$ cat config.mk
export PLATFORM = sky130hd
export DESIGN_NAME = ahb_lite_nm_arbiter
export DESIGN_NICKNAME = d
export VERILOG_FILES = /design/src/rtl/ahb_lite_nm_arbiter_pkg.sv /design/src/rtl/ahb_lite_nm_arbiter_rr_pick.sv /design/src/rtl/ahb_lite_nm_arbiter.sv
export SDC_FILE = /design/constraint.sdc
export NUM_CORES = 1
export LEC_CHECK = 0
export CORE_AREA = 2 2 120 122
export CTS_CLUSTER_SIZE = 30
export DETAILED_ROUTE_END_ITERATION = 7
export DIE_AREA = 0 0 122 124
export GPL_ROUTABILITY_DRIVEN = 0
export GPL_TIMING_DRIVEN = 0
export PLACE_DENSITY_LB_ADDON = 0.12
export SLEW_MARGIN = 20
export SYNTH_ARGS = -nofsm -noshare
export SYNTH_HDL_FRONTEND = slang
export SYNTH_SLANG_ARGS = --single-unit
$ cat constraint.sdc
create_clock -name HCLK -period 2 [get_ports HCLK]
set_input_delay 0.4 -clock HCLK [delete_from_list [all_inputs] [get_ports HCLK]]
set_output_delay 0.4 -clock HCLK [all_outputs]
set_load 0.01 [all_outputs]
$ cat src/rtl/ahb_lite_nm_arbiter_pkg.sv
// ahb_pkg: shared AHB-Lite encodings and arbiter mode constants.
//   HTRANS_* : transfer type encodings (IDLE/BUSY/NONSEQ/SEQ)
//   HRESP_*  : response encodings (OKAY/ERROR)
//   ARB_*    : arbitration mode selectors for ahb_lite_nm_arbiter
package ahb_pkg;

    localparam logic [1:0] HTRANS_IDLE   = 2'b00;
    localparam logic [1:0] HTRANS_BUSY   = 2'b01;
    localparam logic [1:0] HTRANS_NONSEQ = 2'b10;
    localparam logic [1:0] HTRANS_SEQ    = 2'b11;

    localparam logic HRESP_OKAY  = 1'b0;
    localparam logic HRESP_ERROR = 1'b1;

    localparam int ARB_FIXED = 0;
    localparam int ARB_RR    = 1;

endpackage

$ cat src/rtl/ahb_lite_nm_arbiter_rr_pick.sv
// arb_rr_pick: combinational N-way circular request picker.
//   req       : request vector, one bit per master
//   start     : index where the upward search begins (0 gives fixed priority)
//   grant     : one-hot winner, all zero when nothing is requesting
//   grant_idx : binary index of the winner (0 when nothing is requesting)
module arb_rr_pick #(
    parameter int N     = 2,
    parameter int IDX_W = 1
) (
    input  logic [N-1:0]     req,
    input  logic [IDX_W-1:0] start,
    output logic [N-1:0]     grant,
    output logic [IDX_W-1:0] grant_idx
);

    always_comb begin
        int unsigned pos;
        logic        found;
        grant     = '0;
        grant_idx = '0;
        found     = 1'b0;
        pos       = 0;
        for (int k = 0; k < N; k++) begin
            pos = (int'(start) + k) % N;
            if (!found && req[pos]) begin
                found      = 1'b1;
                grant[pos] = 1'b1;
                grant_idx  = IDX_W'(pos);
            end
        end
    end

endmodule

$ cat src/rtl/ahb_lite_nm_arbiter.sv
// ahb_lite_nm_arbiter: N-master AHB-Lite arbiter and master multiplexer.
//   HCLK/HRESETn        : bus clock, asynchronous active-low reset
//   m_*                 : packed per-master address/control/write-data inputs
//   m_hready            : per-master HREADY; only the address-phase owner sees HREADY
//   m_hrdata/m_hresp    : broadcast copies of the slave response
//   HADDR..HWDATA       : shared bus towards decoder and slaves
//   HRDATA/HREADY/HRESP : response from the slave mux
//   HMASTER             : current address-phase owner
module ahb_lite_nm_arbiter
    import ahb_pkg::*;
#(
    parameter int N_MASTERS      = 2,
    parameter int ADDR_W         = 32,
    parameter int DATA_W         = 32,
    parameter int ARB_MODE       = 0,
    parameter int DEFAULT_MASTER = 0
) (
    input  logic                          HCLK,
    input  logic                          HRESETn,
    input  logic [N_MASTERS*ADDR_W-1:0]   m_haddr,
    input  logic [N_MASTERS*2-1:0]        m_htrans,
    input  logic [N_MASTERS-1:0]          m_hwrite,
    input  logic [N_MASTERS*3-1:0]        m_hsize,
    input  logic [N_MASTERS*3-1:0]        m_hburst,
    input  logic [N_MASTERS*4-1:0]        m_hprot,
    input  logic [N_MASTERS-1:0]          m_hmastlock,
    input  logic [N_MASTERS*DATA_W-1:0]   m_hwdata,
    output logic [N_MASTERS-1:0]          m_hready,
    output logic [DATA_W-1:0]             m_hrdata,
    output logic                          m_hresp,
    output logic [ADDR_W-1:0]             HADDR,
    output logic [1:0]                    HTRANS,
    output logic                          HWRITE,
    output logic [2:0]                    HSIZE,
    output logic [2:0]                    HBURST,
    output logic [3:0]                    HPROT,
    output logic                          HMASTLOCK,
    output logic [DATA_W-1:0]             HWDATA,
    input  logic [DATA_W-1:0]             HRDATA,
    input  logic                          HREADY,
    input  logic                          HRESP,
    output logic [$clog2(N_MASTERS)-1:0]  HMASTER
);

    localparam int IDX_W = $clog2(N_MASTERS);
    localparam logic [IDX_W-1:0] DEF_IDX  = IDX_W'(DEFAULT_MASTER);
    localparam logic [IDX_W-1:0] LAST_IDX = IDX_W'(N_MASTERS - 1);

    logic [ADDR_W-1:0] haddr_arr  [N_MASTERS];
    logic [1:0]        htrans_arr [N_MASTERS];
    logic [2:0]        hsize_arr  [N_MASTERS];
    logic [2:0]        hburst_arr [N_MASTERS];
    logic [3:0]        hprot_arr  [N_MASTERS];
    logic [DATA_W-1:0] hwdata_arr [N_MASTERS];
    logic [N_MASTERS-1:0] req;

    logic [IDX_W-1:0] owner_reg, owner_next;
    logic [IDX_W-1:0] data_owner_reg, data_owner_next;
    logic [IDX_W-1:0] rr_last_reg, rr_last_next;
    logic [IDX_W-1:0] start_ptr;
    logic [IDX_W-1:0] win_idx;
    logic [N_MASTERS-1:0] win_onehot;
    logic             arb_point;

    // Slice the packed master buses and gate HREADY to the owner only.
    for (genvar gi = 0; gi < N_MASTERS; gi++) begin : g_master
        assign haddr_arr[gi]  = m_haddr[gi*ADDR_W +: ADDR_W];
        assign htrans_arr[gi] = m_htrans[gi*2 +: 2];
        assign hsize_arr[gi]  = m_hsize[gi*3 +: 3];
        assign hburst_arr[gi] = m_hburst[gi*3 +: 3];
        assign hprot_arr[gi]  = m_hprot[gi*4 +: 4];
        assign hwdata_arr[gi] = m_hwdata[gi*DATA_W +: DATA_W];
        assign req[gi]        = (m_htrans[gi*2 +: 2] == HTRANS_NONSEQ);
        // Holding a non-owner's HREADY low freezes it in its address phase.
        assign m_hready[gi]   = (owner_reg == IDX_W'(gi)) ? HREADY : 1'b0;
    end

    assign HADDR     = haddr_arr[owner_reg];
    assign HTRANS    = htrans_arr[owner_reg];
    assign HWRITE    = m_hwrite[owner_reg];
    assign HSIZE     = hsize_arr[owner_reg];
    assign HBURST    = hburst_arr[owner_reg];
    assign HPROT     = hprot_arr[owner_reg];
    assign HMASTLOCK = m_hmastlock[owner_reg];
    assign HWDATA    = hwdata_arr[data_owner_reg];
    assign HMASTER   = owner_reg;
    assign m_hrdata  = HRDATA;
    assign m_hresp   = HRESP;

    // Only an idle, unlocked owner with a completing data phase may be replaced,
    // so bursts, back-to-back transfers and locked sequences are never split.
    assign arb_point = HREADY && (htrans_arr[owner_reg] == HTRANS_IDLE)
                       && !m_hmastlock[owner_reg];

    always_comb begin
        start_ptr = '0;
        if (ARB_MODE == ARB_RR) begin
            start_ptr = (rr_last_reg == LAST_IDX) ? '0 : rr_last_reg + IDX_W'(1);
        end
    end

    arb_rr_pick #(
        .N     (N_MASTERS),
        .IDX_W (IDX_W)
    ) u_pick (
        .req       (req),
        .start     (start_ptr),
        .grant     (win_onehot),
        .grant_idx (win_idx)
    );

    always_comb begin
        owner_next      = owner_reg;
        rr_last_next    = rr_last_reg;
        data_owner_next = data_owner_reg;
        if (HREADY) begin
            data_owner_next = owner_reg;
        end
        // With no requester the bus parks on the current owner.
        if (arb_point && (|win_onehot)) begin
            owner_next = win_idx;
            if (win_idx != owner_reg) begin
                rr_last_next = win_idx;
            end
        end
    end

    always_ff @(posedge HCLK or negedge HRESETn) begin
        if (!HRESETn) begin
            owner_reg      <= DEF_IDX;
            data_owner_reg <= DEF_IDX;
            rr_last_reg    <= DEF_IDX;
        end else begin
            owner_reg      <= owner_next;
            data_owner_reg <= data_owner_next;
            rr_last_reg    <= rr_last_next;
        end
    end

endmodule

## Word-level counts from Yosys, hierarchy flattened

Index checks and enable logic that the tools add are counted.

- Output and inout port bits: 114
- Register bits: 2
- Word-level logic and storage cells: 45
- Input bits: 192

- Bitwise logic cells: 2
- Reduce and logical (&&, ||, !) cells: 8
- Equality and inequality tests: 2
- Mux-type cells: 28
- Order comparisons: 3

Operators with widths:

| cell | count |
|---|---|
| $mux 32 | 6 |
| $mux 3 | 6 |
| $mux 4 | 3 |
| $mux 1 | 9 |
| $mux 2 | 4 |
| $eq 2x2->1 const B | 2 |
| $ge 2x2->1 const B | 2 |
| $logic_and 1x1->1 | 4 |
| $not 1->2 | 2 |
| $logic_not 1->1 | 2 |
| $logic_not 2->1 | 1 |
| $lt 1x2->1 const B | 1 |
| $reduce_or 2->1 | 1 |

## Longest topological paths before layout

Gate-level depths: netlist of run 1.

- Depth in word-level cells: 8
- Gate-level depth with buffers: 4

## By module

Synthesis of run 1 repeated with hierarchy kept, for this count alone.

- Cell total of the unflattened synthesis: 136
- Area, all modules: 1350.0 µm²

By module, submodules not included:

| module | cells an instance | area an instance (µm²) | times used | seq. area each (µm²) |
|---|---|---|---|---|
| ahb_lite_nm_arbiter | 132 | 1320.0 | 1 | 50.0 |
| arb_rr_pick | 4 | 30.0 | 1 | 0.0 |

## Worst setup path before layout of run 1

Ideal clock, no wire load.

- Kind: flip-flop to output port
- Start: reg owner_reg, in the netlist HMASTER
- End: out HADDR[0]
- Path buffers: 2
- Slack: 0.585 ns
- Cell stages (with the launch flop): 4
- Data arrival time: 1.015 ns
- Cells stage by stage: dfrtp_1 > buf_6 > buf_12 > mux2_4

- Word-level cells in the longest chain between the ends: 4

Ends and longest elaborated chain:

| item | RTL line | text |
|---|---|---|
| start: declaration | ahb_lite_nm_arbiter.sv:57 | `logic [IDX_W-1:0] owner_reg, owner_next;` |
| start signal: assignment | ahb_lite_nm_arbiter.sv:134 | `owner_reg <= owner_next;` |
| $not 1->2 (not written as such) | ahb_lite_nm_arbiter.sv:78 | `assign HADDR = haddr_arr[owner_reg];` |
| $mux 32 (not written as such) (3 in a row) | ahb_lite_nm_arbiter.sv:78 |  |
| end: declaration | ahb_lite_nm_arbiter.sv:31 | `output logic [ADDR_W-1:0] HADDR,` |

Every way passes these cells. The select of a mux whose other input is x is not followed.

## Worst setup path after layout of run 1

- Start: reg data_owner_reg
- End: out HWDATA[27]

- Word-level cells in the longest chain between the ends: 4

Ends and longest elaborated chain:

| item | RTL line | text |
|---|---|---|
| start: declaration | ahb_lite_nm_arbiter.sv:58 | `logic [IDX_W-1:0] data_owner_reg, data_owner_next;` |
| start signal: assignment | ahb_lite_nm_arbiter.sv:135 | `data_owner_reg <= data_owner_next;` |
| $not 1->2 (not written as such) | ahb_lite_nm_arbiter.sv:85 | `assign HWDATA = hwdata_arr[data_owner_reg];` |
| $mux 32 (not written as such) (3 in a row) | ahb_lite_nm_arbiter.sv:85 |  |
| end: declaration | ahb_lite_nm_arbiter.sv:38 | `output logic [DATA_W-1:0] HWDATA,` |

Every way passes these cells. The select of a mux whose other input is x is not followed.

==> results.tsv, run 1 <==
stage	metric	value	unit
finish	ff_latch_area	50.0	um^2
worst_setup_path	cp-start-kind	flop	
timing	fin_ws	-0.0503	ns
synth	synth_top_family_by_area	multiplexers	
global_routing	gr-total-overflow	0	
timing	slew_viol_final	0	
finish	final_cell_mix	199 x clkdlybuf4s50_1, 72 x mux2_4, 37 x buf_4	
finish	multi_input_area	1200	um^2
finish	final_area	4630	um^2
place	placed_cells	585	
clocking	h-tree-depth	1	
worst_setup_path	crit_path_end_kind	output port	
die	fp.dieW	122	um
synth	synthCells	133	
global_routing	grt_pass1_wl	10400	um
worst_setup_path	cp.required	1.60	ns
timing	hold_violations	0	
worst_setup_path	crit_type	flop to output port	
clocking	cts_root_buf	clkbuf_16	
detailed_routing	wl_met1	2710	um
worst_setup_path	path_max_fanout	10	
synth	synthMuxAreaShare	69.5	%
detailed_routing	firstDrtPassIters	4	
timing	clock.fmax	0.488	GHz
timing	maxSlewHeadroom	79.3	%
finish	drive_above_1_share	35.9	%
clocking	cts_inserted_buffers	3	
detailed_routing	topRoutingLayerUsed	met4	
detailed_routing	detail-route-antenna-nets	0	
synth	synth-compound-area-share	1.67	%
timing	finalClockSkew	0.000342	ns
worst_setup_path	cp_data_arrival_time	1.65	ns
die	die_h	124	um
die	initial_utilization	12.0	%
synth	synth.cell_area	1650	um^2
clocking	clock_latency	0.22	ns
global_routing	grt_max_degree	11	
synth	synth_xor_area_share	0	%
place	placement.cell_area	4600	um^2
place	dp_slack	-0.0732	ns
clocking	cts_tree	yes	
timing	finalSetupTns	-0.260	ns
clocking	cts_sinks	2	
detailed_routing	wl_per_cell	13.5	um
synth	synthSimpleGateAreaFrac	1.59	%
global_routing	globalRouteTotalUtil	8.77	%
timing	worst_slew_pin_slew	0.307	ns
synth	synth_fp_nets	325	
synth	synth_seq_cells	2	
die	rows	43	
clocking	clkTransAtPathRegs	0.03	ns
detailed_routing	drt_wl_total	7990	um
finish	final_nets	606	
synth	yosysWarnings	0	
synth	syn_avg_cell_area	12.4	um^2
detailed_routing	met3WireLength	868	um
run	drv_cap	0	
timing	setup_viol	6	
finish	n_antenna_cell	0	
die	die-area	15100	um^2
global_routing	antenna_found_initial	0	
synth	ys_types	16	
die	ios	306	
timing	finalCriticalPeriod	2.05	ns
pwr	p_total	1.20	mW
pwr	power.density	259	nW/um^2
detailed_routing	remaining_drc_errors	0	
clocking	cts_hold_buf	0	
detailed_routing	via_per_inst	3.47	
pwr	leakage	2.17	nW
global_routing	first_global_vias	1987	
synth	seq_area_frac_synth	3.03	%
status	status	finished, violations left	
place	dpl.hpwl	7130	um
timing	rsz0062_at_grt	yes	
finish	area_growth	180	%
status	violations	negative setup slack	
detailed_routing	wl_met2	4320	um
finish	layoutNonFillerInstCount	592	
detailed_routing	drtIter0Drc	24	
timing	period_share	103	%
clocking	cts_buffer_depth	2	
place	portBuffers	272	
finish	final_common_cell	clkdlybuf4s50_1	
detailed_routing	vias	2053	
finish	nFillCells	1442	
pwr	irDropWorstVdd	172	uV
synth	synth_fa_ha_area_share	0	%
worst_hold_path	hold_path.class	input port to async pin	
die	core_area	13700	um^2
[cells in the mapped netlist]
| cell type | n | area, um^2 |
|---|---|---|
| a21oi_1 | 1 | 5.00 |
| a41oi_1 | 1 | 8.76 |
| and2_1 | 1 | 6.26 |
| buf_12 | 4 | 80.1 |
| buf_4 | 33 | 248 |
| buf_6 | 6 | 67.6 |
| dfrtp_1 | 2 | 50.1 |
| inv_1 | 1 | 3.75 |
| mux2_2 | 6 | 67.6 |
| mux2_4 | 72 | 1080 |
| nand2_1 | 1 | 3.75 |
| nand2b_1 | 1 | 6.26 |
| nor2_1 | 1 | 3.75 |
| nor2b_1 | 1 | 6.26 |
| o21ai_0 | 1 | 5.00 |
| o41ai_1 | 1 | 8.76 |
[metal layers]
metal / track usage (%) / up-vias
li1: - / 1001
met5: 0 / -
met4: 2.01 / 0
met2: 16.8 / 138
met1: 9.36 / 908
met3: 2.70 / 6
[cell type report]
| type | instances | area share (%) |
|---|---|---|
| multi-input cells | 87 | 26.0 |
| plain buffers | 43 | 8.78 |
| clock buffers | 3 | 1.62 |
| well taps | 180 | 4.86 |
| repair buffers | 276 | 57.6 |
| flip-flops and latches | 2 | 1.08 |
| inverters | 1 | 0.0810 |
[worst max-delay path, cell delays in order, from the launching register on]
cell	delay, ns
dfrtp_1	0.36
buf_6	0.14
buf_8	0.15
mux2_4	0.29
clkdlybuf4s50_1	0.48
[where the power goes]
group / internal (mW) / switching [mW]
combinational: 0.627 / 0.233
clock: 0.254 / 0.0442
sequential: 0.0419 / 0.000643
[kinds of logic (layout without fill, tap and decap cells)]
| kind of cell | Yosys count | in the layout |
|---|---|---|
| AOI/OAI and AO/OA | 4 | 4 |
| buffers and inverters | 44 | 323 |
| DFF | 2 | 2 |
| muxes | 78 | 78 |
| and+or+nand+nor | 5 | 5 |
[worst paths after layout]
check	to	from	depth (start not counted)	slack [ns]
max	HWDATA[27]	data_owner_reg$_DFFE_PN0P_	4	-0.05
min	data_owner_reg$_DFFE_PN0P_	HRESETn	1	0.35
max reg2reg	data_owner_reg$_DFFE_PN0P_	HMASTER$_DFFE_PN0P_	3	0.94
min reg2reg	data_owner_reg$_DFFE_PN0P_	data_owner_reg$_DFFE_PN0P_	3	0.82
max in group asynchronous	HMASTER$_DFFE_PN0P_	HRESETn	1	1.53
min in group HCLK	data_owner_reg$_DFFE_PN0P_	HREADY	2	0.66
[stage by stage]
stage          hold WS, ns  utilization (%)
2_1_floorplan        0.104                -
5_1_grt              0.358             33.8
3_5_place_dp         0.580             33.5
6_report             0.348             33.8
4_1_cts              0.350             34.0
3_3_place_gp         0.578             33.5
[repair_timing]
| action | in CTS | in global routing |
|---|---|---|
| endpoints found under the setup margin | 77 | 48 |
| buffers inserted | 3 | 1 |
| pin swaps | 0 | 0 |
| gates resized for setup | 73 | 45 |
Note: power is estimated with default switching activity, not from simulation.
==> inputs of run 2 (changes only) <==
--- a/config.mk
+++ b/config.mk
@@ -12,6 +12,7 @@
 export GPL_ROUTABILITY_DRIVEN = 0
 export GPL_TIMING_DRIVEN = 0
 export PLACE_DENSITY_LB_ADDON = 0.12
+export SKIP_LAST_GASP = 1
 export SLEW_MARGIN = 20
 export SYNTH_ARGS = -nofsm -noshare
 export SYNTH_HDL_FRONTEND = slang
==> results.tsv, run 2 (same netlist as run 1, synthesis figures left out) <==
stage	metric	value	unit
finish	final_common_cell	clkdlybuf4s50_1	
finish	fin_util	33.8	%
pwr	leakage	2.17	nW
pwr	power.density	259	nW/um^2
place	dp_slack	-0.0732	ns
global_routing	antenna_found_initial	0	
clocking	cts_hold_buf	0	
timing	holdWs	0.348	ns
worst_setup_path	cp.depth	4	
timing	rsz0062_at_grt	yes	
global_routing	gr-total-overflow	0	
timing	setup_viol	6	
worst_setup_path	path_max_fanout	10	
global_routing	use_met3	2.70	%
detailed_routing	drtIter0Drc	23	
clocking	cts_sinks	2	
die	ios	306	
pwr	irDropWorstVdd	172	uV
global_routing	gr-usage-met2	16.9	%
worst_setup_path	crit_chain	buf_6 -> buf_8 -> mux2_4 -> clkdlybuf4s50_1	
worst_setup_path	max_stage_delay	0.48	ns
detailed_routing	remaining_drc_errors	0	
worst_setup_path	cp-start-kind	flop	
clocking	cts_tree	yes	
pwr	switchingPower	279	uW
place	portBuffers	272	
worst_hold_path	hold_path.class	input port to async pin	
finish	drive_above_1_share	35.9	%
clocking	cts_root_buf	clkbuf_16	
global_routing	first_global_vias	1989	
worst_setup_path	r2r_start	HMASTER$_DFFE_PN0P_	
worst_setup_path	r2r_slack	0.94	ns
timing	maxSlewHeadroom	79.3	%
die	fp.dieW	122	um
timing	worst_slew_pin_slew	0.307	ns
pwr	power_frac_seq	3.5	%
worst_setup_path	crit_slowest_cell	clkdlybuf4s50_1	
global_routing	grt_busiest_layer	met2	
detailed_routing	detail-route-antenna-nets	0	
place	dpl.hpwl	7130	um
finish	n_antenna_cell	0	
worst_setup_path	crit_path_end_kind	output port	
global_routing	grt_pass1_wl	10400	um
pwr	p_int	923	uW
pwr	clockPowerShare	24.8	%
pwr	share_comb_of_total_power	71.6	%
detailed_routing	vias	2053	
die	rows	43	
pwr	swShare	23.2	%
die	initial_utilization	12.0	%
die	die_h	124	um
timing	finalCriticalPeriod	2.05	ns
global_routing	grt_max_degree	11	
timing	fin_ws	-0.0503	ns
worst_setup_path	crit_type	flop to output port	
worst_setup_path	reg2regPathDepth	3	
die	die-area	15100	um^2
worst_setup_path	critPathBufInv	3	
detailed_routing	drt_wl_total	8000	um
global_routing	grt_util_met1	9.36	%
timing	slew_viol_final	0	
worst_setup_path	cp_top_family	buffers and inverters	
detailed_routing	firstDrtPassIters	4	
detailed_routing	via_per_inst	3.47	
status	violations	negative setup slack	
finish	final_cell_mix	199 x clkdlybuf4s50_1, 72 x mux2_4, 37 x buf_4	
clocking	cts_inserted_buffers	3	
global_routing	globalRouteTotalUtil	8.78	%
worst_setup_path	cp_data_arrival_time	1.65	ns
timing	hold_violations	0	
pwr	p_total	1.20	mW
status	status	finished, violations left	
clocking	clkTransAtPathRegs	0.03	ns
die	core_area	13700	um^2
clocking	cts_buffer_depth	2	
finish	nFillCells	1442	
worst_setup_path	reg2reg_to	data_owner_reg$_DFFE_PN0P_	
timing	finalClockSkew	0.000342	ns
clocking	h-tree-depth	1	
finish	area_growth	180	%
timing	clock.fmax	0.488	GHz
detailed_routing	wl_per_cell	13.5	um
timing	period_share	103	%
worst_setup_path	cp.required	1.60	ns
clocking	clock_latency	0.22	ns
finish	final_nets	606	
run	drv_cap	0	
run 2: changes by cell type in the layout (fill, tap and decap cells not counted), sizes merged:
cell,previous run,this run
buf,49,47
clkbuf,21,23
run 2: layout make-up:
type                       count  area (um^2)  area share, %
inverter                       1         3.75         0.0810
sequential                     2         50.0           1.08
multi-input combinational     87         1200           26.0
timing repair buffer         276         2670           57.6
buffer                        43          407           8.78
tap                          180          225           4.86
clock buffer                   3         75.1           1.62
run 2: repair_timing:
| item | 4_1_cts | 5_1_grt |
|---|---|---|
| gates resized for setup | 51 | 65 |
| setup buffers | 3 | 1 |
| endpoints found under the setup margin | 77 | 48 |
| pin swaps | 0 | 0 |
run 2: power by group through the flow:
stage | registers (mW) | clock network (mW) | logic [mW]
floorplan | 0.0430 | 0 | 0.327
global placement | 0.0431 | 0 | 0.923
detailed placement | 0.0431 | 0 | 0.926
CTS | 0.0426 | 0.305 | 0.885
global route | 0.0426 | 0.307 | 0.912
finish | 0.0425 | 0.298 | 0.861
run 2: routing by layer:
metal	part of all wire [%]	vias up
met3	11	6
met2	54	138
met1	34	908
met5	0	-
met4	1.2	0
li1	-	1001
run 2: metrics by stage:
| step | area [um^2] | setup TNS, ns | std cells |
|---|---|---|---|
| final | 4630 | -0.260 | 592 |
| after global routing | 4630 | -0.486 | 592 |
| after CTS | 4630 | -2.57 | 591 |
| after detailed placement | 4600 | -0.126 | 585 |
| after global placement | 4600 | -0.143 | 585 |
| after floorplan | 1650 | 0 | 133 |
run 2: worst max path at each step:
stage / start / to / slack [ns]
after floorplan: HMASTER$_DFFE_PN0P_ / HADDR[0] / 0.59
after global placement: HREADY / m_hready[0] / -0.06
after detailed placement: HREADY / m_hready[0] / -0.07
after CTS: data_owner_reg$_DFFE_PN0P_ / HWDATA[13] / -0.09
after global routing: data_owner_reg$_DFFE_PN0P_ / HWDATA[27] / -0.09
final: data_owner_reg$_DFFE_PN0P_ / HWDATA[27] / -0.05
==> inputs of run 3 (changes only) <==
==> constraint.sdc (replaced) <==
create_clock -name HCLK -period 2.64 [get_ports HCLK]
set_input_delay 0.528 -clock HCLK [delete_from_list [all_inputs] [get_ports HCLK]]
set_output_delay 0.528 -clock HCLK [all_outputs]
set_load 0.01 [all_outputs]
==> results.tsv, run 3 (same netlist as run 1, synthesis figures left out) <==
stage	metric	value	unit
timing	period_share	87.2	%
timing	slew_viol_final	0	
die	core_area	13700	um^2
global_routing	grt_pass1_wl	10400	um
die	rows	43	
clocking	post-cts-setup-buffers	0	
place	dpl.hpwl	7130	um
detailed_routing	drt_wl_total	7930	um
global_routing	grt_max_degree	11	
detailed_routing	detail-route-antenna-nets	0	
global_routing	globalRouteTotalUtil	8.74	%
die	die_h	124	um
detailed_routing	wl_per_cell	13.5	um
worst_setup_path	timing.critical_path.mode_cell	clkdlybuf4s50_1	
finish	final_nets	602	
timing	finalClockSkew	0.000559	ns
place	placed_cells	585	
timing	setup_viol	0	
timing	worst_slew_pin_slew	0.308	ns
run	drv_cap	0	
clocking	clkTransAtPathRegs	0.03	ns
timing	clock.fmax	0.434	GHz
worst_setup_path	cp_data_arrival_time	1.77	ns
timing	hold_violations	0	
timing	maxSlewHeadroom	79.2	%
clocking	cts_buffer_depth	2	
timing	finalSetupTns	0	ns
finish	layoutNonFillerInstCount	588	
timing	rsz0062_at_grt	no	
detailed_routing	vias	2023	
worst_setup_path	cp.required	2.11	ns
place	dp_slack	0.311	ns
die	fp.dieW	122	um
finish	drive_above_1_share	30.4	%
status	status	finished, final reports clean	
timing	fin_ws	0.338	ns
clocking	clock_latency	0.22	ns
worst_setup_path	crit_slowest_cell	clkdlybuf4s50_1	
die	initial_utilization	12.0	%
pwr	leakage	1.89	nW
finish	fin_util	34.1	%
finish	final_common_cell	clkdlybuf4s50_1	
finish	final_area	4670	um^2
worst_setup_path	crit_type	input port to output port	
worst_setup_path	r2r_slack	1.55	ns
worst_setup_path	cp-start-kind	input port	
timing	finalCriticalPeriod	2.30	ns
worst_setup_path	max_stage_delay	0.56	ns
clocking	cts_sinks	2	
worst_setup_path	path_max_fanout	5	
clocking	cts_resized	0	
place	portBuffers	272	
worst_hold_path	hold_path.class	input port to async pin	
finish	area_growth	183	%
clocking	cts_hold_buf	0	
clocking	cts_tree	yes	
detailed_routing	drtIter0Drc	24	
worst_setup_path	critPathBufInv	2	
clocking	h-tree-depth	1	
global_routing	gr-total-overflow	0	
pwr	irDropWorstVdd	131	uV
detailed_routing	remaining_drc_errors	0	
worst_setup_path	cp_top_family	buffers and inverters	
finish	final_cell_mix	272 x clkdlybuf4s50_1, 72 x mux2_4, 33 x buf_4	
clocking	cts_inserted_buffers	3	
die	ios	306	
place	placement.cell_area	4600	um^2
worst_setup_path	crit_path_end_kind	output port	
global_routing	antenna_found_initial	0	
detailed_routing	firstDrtPassIters	4	
detailed_routing	via_per_inst	3.44	
global_routing	first_global_vias	1969	
worst_setup_path	crit_chain	clkdlybuf4s50_1 -> nor2b_1 -> clkdlybuf4s50_1	
pwr	power.density	204	nW/um^2
clocking	cts_root_buf	clkbuf_16	
finish	n_antenna_cell	0	
die	die-area	15100	um^2
-- run 3: changes by cell type in the layout (fill, tap and decap cells not counted), sizes merged --
cell	previous run	this run
clkdlybuf4s50	199	272
buf	47	43
clkbuf	23	3
dlygate4sd2	31	0
dlymetal6s2s	22	0
-- run 3: area by class of cell --
| cell class | instances | area, um^2 |
|---|---|---|
| clock buffer | 3 | 75.1 |
| timing repair buffer | 272 | 2720 |
| multi-input combinational | 87 | 1200 |
| sequential | 2 | 50.0 |
| tap | 180 | 225 |
| inverter | 1 | 3.75 |
| buffer | 43 | 395 |
| fill | 1414 | 9040 |
-- run 3: where the power goes --
part / switching, mW / internal [mW]
Sequential: 0.000552 / 0.0317
Combinational: 0.178 / 0.518
Clock: 0.0337 / 0.193
-- run 3: per-stage QoR --
step	hold slack, ns	total power, mW
3_5_place_dp	0.708	0.734
6_report	0.476	0.954
4_1_cts	0.478	0.968
3_3_place_gp	0.706	0.732
2_1_floorplan	0.232	0.280
5_1_grt	0.486	1.00
-- run 3: layer usage --
metal / track usage (%) / part of all wire, % / vias up
met5: 0 / 0 / -
met4: 1.29 / 0.32 / 0
met3: 2.84 / 11 / 2
met2: 17.1 / 55 / 136
met1: 9.25 / 34 / 892
li1: - / - / 993
-- run 3: final timing paths --
check / to / depth (start not counted) / startpoint
setup / recovery: m_hready[0] / 3 / HREADY
hold / removal: data_owner_reg$_DFFE_PN0P_ / 1 / HRESETn
setup reg to reg: data_owner_reg$_DFFE_PN0P_ / 3 / HMASTER$_DFFE_PN0P_
hold reg to reg: data_owner_reg$_DFFE_PN0P_ / 3 / data_owner_reg$_DFFE_PN0P_
max in group asynchronous: HMASTER$_DFFE_PN0P_ / 1 / HRESETn
min in group HCLK: data_owner_reg$_DFFE_PN0P_ / 3 / data_owner_reg$_DFFE_PN0P_
-- run 3: worst register-to-register path, stage by stage, from the launching register on --
cell and delay (ns):
dfrtp_1 0.39, buf_6 0.17, buf_6 0.15, mux2_2 0.26
==> RTL edit 1 (config.mk and constraints of run 1) <==
Set the parameter `ADDR_W` to 16 (it was 32).
--- a/src/rtl/ahb_lite_nm_arbiter.sv
+++ b/src/rtl/ahb_lite_nm_arbiter.sv
@@ -10,7 +10,7 @@
     import ahb_pkg::*;
 #(
     parameter int N_MASTERS      = 2,
-    parameter int ADDR_W         = 32,
+    parameter int ADDR_W         = 16,
     parameter int DATA_W         = 32,
     parameter int ARB_MODE       = 0,
     parameter int DEFAULT_MASTER = 0
Ports: changed (resized HADDR and m_haddr); port bits go from 306 to 258. The function was not compared with the original's and may differ.
==> RTL edit 1 against run 1 <==
Setup slack improved by 0.097 ns. Area after synthesis fell by 18%. Cell area fell by 16%. Sequential cell count did not move. Die area did not move. Power fell by 13%. Routed wire length fell by 23%. Synthesized cell count fell by 14%. Critical path type is now input port to primary output. Highest routed layer unchanged.
==> RTL edit 1: results (changes against run 1) <==
outcome completed; register area share after synthesis 3.69% (+0.66 points); pin count of the biggest net entering global routing 11 (unchanged); worst slew pin tran 0.278 ns (-0.0288 ns); n_diodes 0 (unchanged); Syn Area/Cell 11.8 µm² (-5.0%); Setup crit start m_hwdata[63]; I/O Buffers 224 (-18%); reg2reg end data_owner_reg$_DFFE_PN0P_; CTS Hold Buffers Added 0 (unchanged); layout cells sized above 1 31.6% (-4.3 points); WP data arrival 1.55 ns (-0.10 ns); Critical-path top delay cell clkdlybuf4s50_1; Avg Vias per Cell 3.18 (-8.3%); Layout Nets 507 (-16%); CP endpoint HWDATA[31]; HPWL after DPL 5520 µm (-23%); mean routed wirelength per cell 11.8 µm (-13%); first-pass GRT wire length 8010 µm (-23%); fraction of registers with async set/reset 100% (unchanged); Commonest cells post-synth mux2_4 (52), buf_4 (33), mux2_2 (10); Pre-antenna DRT Iters 4 (unchanged); Crit Path Max Fanout 1 (-9); Leak Pwr 1.71 nW (-21%); fill cell count 1,476 (+2.4%); setup slack after placement -0.0394 ns (+0.0338 ns); placed inst area 3820 µm² (-17%); setup ws final 0.0471 ns (+0.0974 ns); VDD IR max 0.182 mV (+5.8%); detailed router's first-iteration violation count 11 (-54%); Worst Skew 0.000688 ns (+0.000346 ns); total track usage 6.69% (-2.1 points); syn_nets 275 (-15%); H-tree depth 1 (unchanged); FF-to-FF Start HMASTER$_DFFE_PN0P_; vias in the first global route 1,624 (-18%); main area contributors after synthesis mux2_4 (58%), buf_4 (18%), mux2_2 (8.3%)
## RTL edit 1: cell count changes in the layout (fill, tap and decap cells not counted), sizes merged
| cell | before | now |
|---|---|---|
| dlygate4sd2 | 31 | 58 |
| buf | 49 | 44 |
| clkdlybuf4s50 | 199 | 162 |
| mux2 | 78 | 62 |
| dlymetal6s2s | 22 | 4 |
| clkbuf | 21 | 3 |
## RTL edit 1: routing by layer
metal / wire length, µm / GRT usage [%] / part of all wire, % / vias up
met3: 632 / 1.83 / 10 / 2
met2: 3570 / 13.8 / 58 / 99
met5: 0 / 0 / 0 / -
li1: - / - / - / 834
met1: 1970 / 6.69 / 32 / 735
met4: 11 / 1.08 / 0.18 / 0
## RTL edit 1: through the flow
stage	cells	setup TNS [ns]	power, mW	hold WS [ns]
3_5_place_dp	519	-0.0853	0.803	0.575
6_report	525	0	1.04	0.348
5_1_grt	525	0	1.10	0.352
2_1_floorplan	115	0	0.314	0.104
3_3_place_gp	519	-0.135	0.802	0.575
4_1_cts	525	0	1.06	0.348
## RTL edit 1: worst min-delay path by stage
stage	start	end	slack, ns	depth (start not counted)
finish	HRESETn	HMASTER$_DFFE_PN0P_	0.35	1
global route	HRESETn	HMASTER$_DFFE_PN0P_	0.35	1
CTS	HRESETn	data_owner_reg$_DFFE_PN0P_	0.35	1
detailed placement	HRESETn	data_owner_reg$_DFFE_PN0P_	0.58	1
global placement	HRESETn	data_owner_reg$_DFFE_PN0P_	0.58	1
floorplan	HRESETn	HMASTER$_DFFE_PN0P_	0.10	0
## RTL edit 1: where the power goes
part	internal, mW	leakage, nW	switching [mW]
combinational	0.512	1.65	0.189
sequential	0.0419	0.0277	0.000700
clock	0.254	0.0370	0.0426
## RTL edit 1: critical path, delay by kind of cell
family	cells	cell delay, ns
buf+inv	2	0.89
mux	1	0.26
## RTL edit 1: layout make-up
type,instances,area [µm²],area share [%]
plain buffers,41,385,9.91
clock buffers,3,75.1,1.93
inverters,1,3.75,0.0965
multi-input cells,71,947,24.4
flip-flops and latches,2,50.0,1.29
well taps,180,225,5.79
repair buffers,227,2200,56.6
## RTL edit 1: cell families (layout without fill, tap and decap cells)
| kind of cell | Yosys count | in the layout | share of synthesized area, % |
|---|---|---|---|
| AND/OR/NAND/NOR | 5 | 5 | 1.94 |
| flip-flops | 2 | 2 | 3.69 |
| AO/OA/AOI/OAI | 4 | 4 | 2.03 |
| multiplexers | 62 | 62 | 65.9 |
| buffers and inverters | 42 | 272 | 26.5 |
## RTL edit 1: repair_timing
item,in CTS,in global routing
endpoints found under the setup margin,60,4
setup buffers,3,0
gates cloned,0,0
gates resized for setup,65,4
==> RTL edit 2 (flow settings as in run 1) <==
Made on the original files. Make the reset (`HRESETn`) synchronous in one clocked block. Comments in the files are not updated.
--- a/src/rtl/ahb_lite_nm_arbiter.sv
+++ b/src/rtl/ahb_lite_nm_arbiter.sv
@@ -125,7 +125,7 @@
         end
     end
 
-    always_ff @(posedge HCLK or negedge HRESETn) begin
+    always_ff @(posedge HCLK) begin
         if (!HRESETn) begin
             owner_reg      <= DEF_IDX;
             data_owner_reg <= DEF_IDX;
Check against the original RTL: differs if HRESETn is asserted again (counterexample within 4 cycles, from zero or initial values and one cycle with HRESETn low); with HRESETn held inactive, the same outputs for 10 cycles.
==> RTL edit 2 against run 1 <==
Routed wire length shrank 3.8%. Setup slack gained 0.059 ns. Register-to-register slack lost 0.16 ns. Sequential cell count is the same. Power shrank 13%. Clock skew grew 0.0022 ns. Utilization shrank 1.5 points. Via count grew 3.6%. Synthesized cell count grew 3.8%. Cell area shrank 4.5%. Area after synthesis shrank 20%. Highest routed layer unchanged.
==> RTL edit 2: results (changes against run 1) <==
outcome completed; placed inst area 4270 µm² (-7.2%); vias in the first global route 2,033 (+2.3%); Main synth FF type dfxtp_1; WP data arrival 1.59 ns (-0.06 ns); pin count of the biggest net entering global routing 11 (unchanged); Setup crit start HMASTER$_SDFFE_PN0P_; setup slack after placement -0.209 ns (-0.135 ns); R2R setup slack 0.78 ns (-0.16 ns); mux contribution to synthesized area 67.4% (-2.2 points); post-synth cell types 19 (+3); detailed router's first-iteration violation count 20 (-17%); reg2reg end HMASTER$_SDFFE_PN0P_; post-synthesis xor/xnor area fraction 0% (unchanged); Num CTS Buffers 3 (unchanged); Worst Skew 0.00254 ns (+0.00220 ns); Syn Area/Cell 9.56 µm² (-23%); worst slew pin tran 0.187 ns (-0.120 ns); Layout Nets 607 (+0.17%); fraction of registers with async set/reset 0% (-100 points); total track usage 8.54% (-0.23 points); Avg Vias per Cell 3.59 (+3.4%); Commonest cells post-synth mux2_2 (59), buf_4 (36), mux2_1 (19); Yosys top cell by area mux2_2; Leak Pwr 1.96 nW (-9.4%); VDD IR max 0.279 mV (+62%); syn_nets 330 (+1.5%); Layout Cells excl Fill 593 (+0.17%); fraction of the mapped netlist area in compound gates 1.99% (+0.33 points); worst-case hold slack 0.666 ns (+0.318 ns); first-pass GRT wire length 10,200 µm (-2.8%); Highest Clock Rate 502 MHz (+3.0%); Pre-antenna DRT Iters 4 (unchanged); register area share after synthesis 3.04% (+0.0058 points); Slew Viols, Final 0 (unchanged); CP endpoint HADDR[16]; HPWL after DPL 6820 µm (-4.3%); mean routed wirelength per cell 13.0 µm (-4.0%); layout cells sized above 1 25.9% (-10 points); worst hold path type register to register; main area contributors after synthesis mux2_2 (50%), buf_4 (20%), mux2_1 (16%); Clock Path Buffers 2 (unchanged)
[RTL edit 2: worst min-delay path by stage]
stage	endpoint
3_5_place_dp	data_owner_reg$_SDFFE_PN0P_
3_3_place_gp	data_owner_reg$_SDFFE_PN0P_
4_1_cts	HMASTER$_SDFFE_PN0P_
6_report	data_owner_reg$_SDFFE_PN0P_
5_1_grt	data_owner_reg$_SDFFE_PN0P_
2_1_floorplan	data_owner_reg$_SDFFE_PN0P_
[RTL edit 2: critical path: cells and delay by family (launching register included)]
kind,cells,cell delay (ns)
buffers and inverters,2,0.64
flip-flops,1,0.39
multiplexers,1,0.34
[RTL edit 2: layer usage]
| metal | routed length (µm) | GRT usage, % | part of all wire (%) | vias to the layer above |
|---|---|---|---|---|
| met3 | 1200 | 3.62 | 16 | 4 |
| met1 | 2190 | 7.68 | 28 | 931 |
| met4 | 59 | 1.36 | 0.77 | 0 |
| met2 | 4240 | 17.7 | 55 | 179 |
| li1 | - | - | - | 1013 |
| met5 | 0 | 0 | 0 | - |
[RTL edit 2: where the power goes]
group | switching (mW) | total [mW] | internal [mW]
logic | 0.190 | 0.714 | 0.524
clock network | 0.0410 | 0.295 | 0.254
registers | 0.000730 | 0.0387 | 0.0380
[RTL edit 2: kinds of logic (layout without fill, tap and decap cells)]
group	after synthesis	count (layout)
AND/OR/NAND/NOR	11	11
AO/OA/AOI/OAI	4	4
multiplexers	79	79
flip-flops	2	2
buffers and inverters	42	317
[RTL edit 2: final cells by class]
class / instances / area [µm²]
fill: 1425 / 9290
tap: 180 / 225
sequential: 2 / 47.5
buffer: 41 / 368
clock buffer: 3 / 75.1
timing repair buffer: 273 / 2730
multi-input combinational: 94 / 980
[RTL edit 2: what timing repair did]
action                                  CTS  global route
buffers inserted                          0             1
endpoints found under the setup margin   80            39
gates resized for setup                  74            30
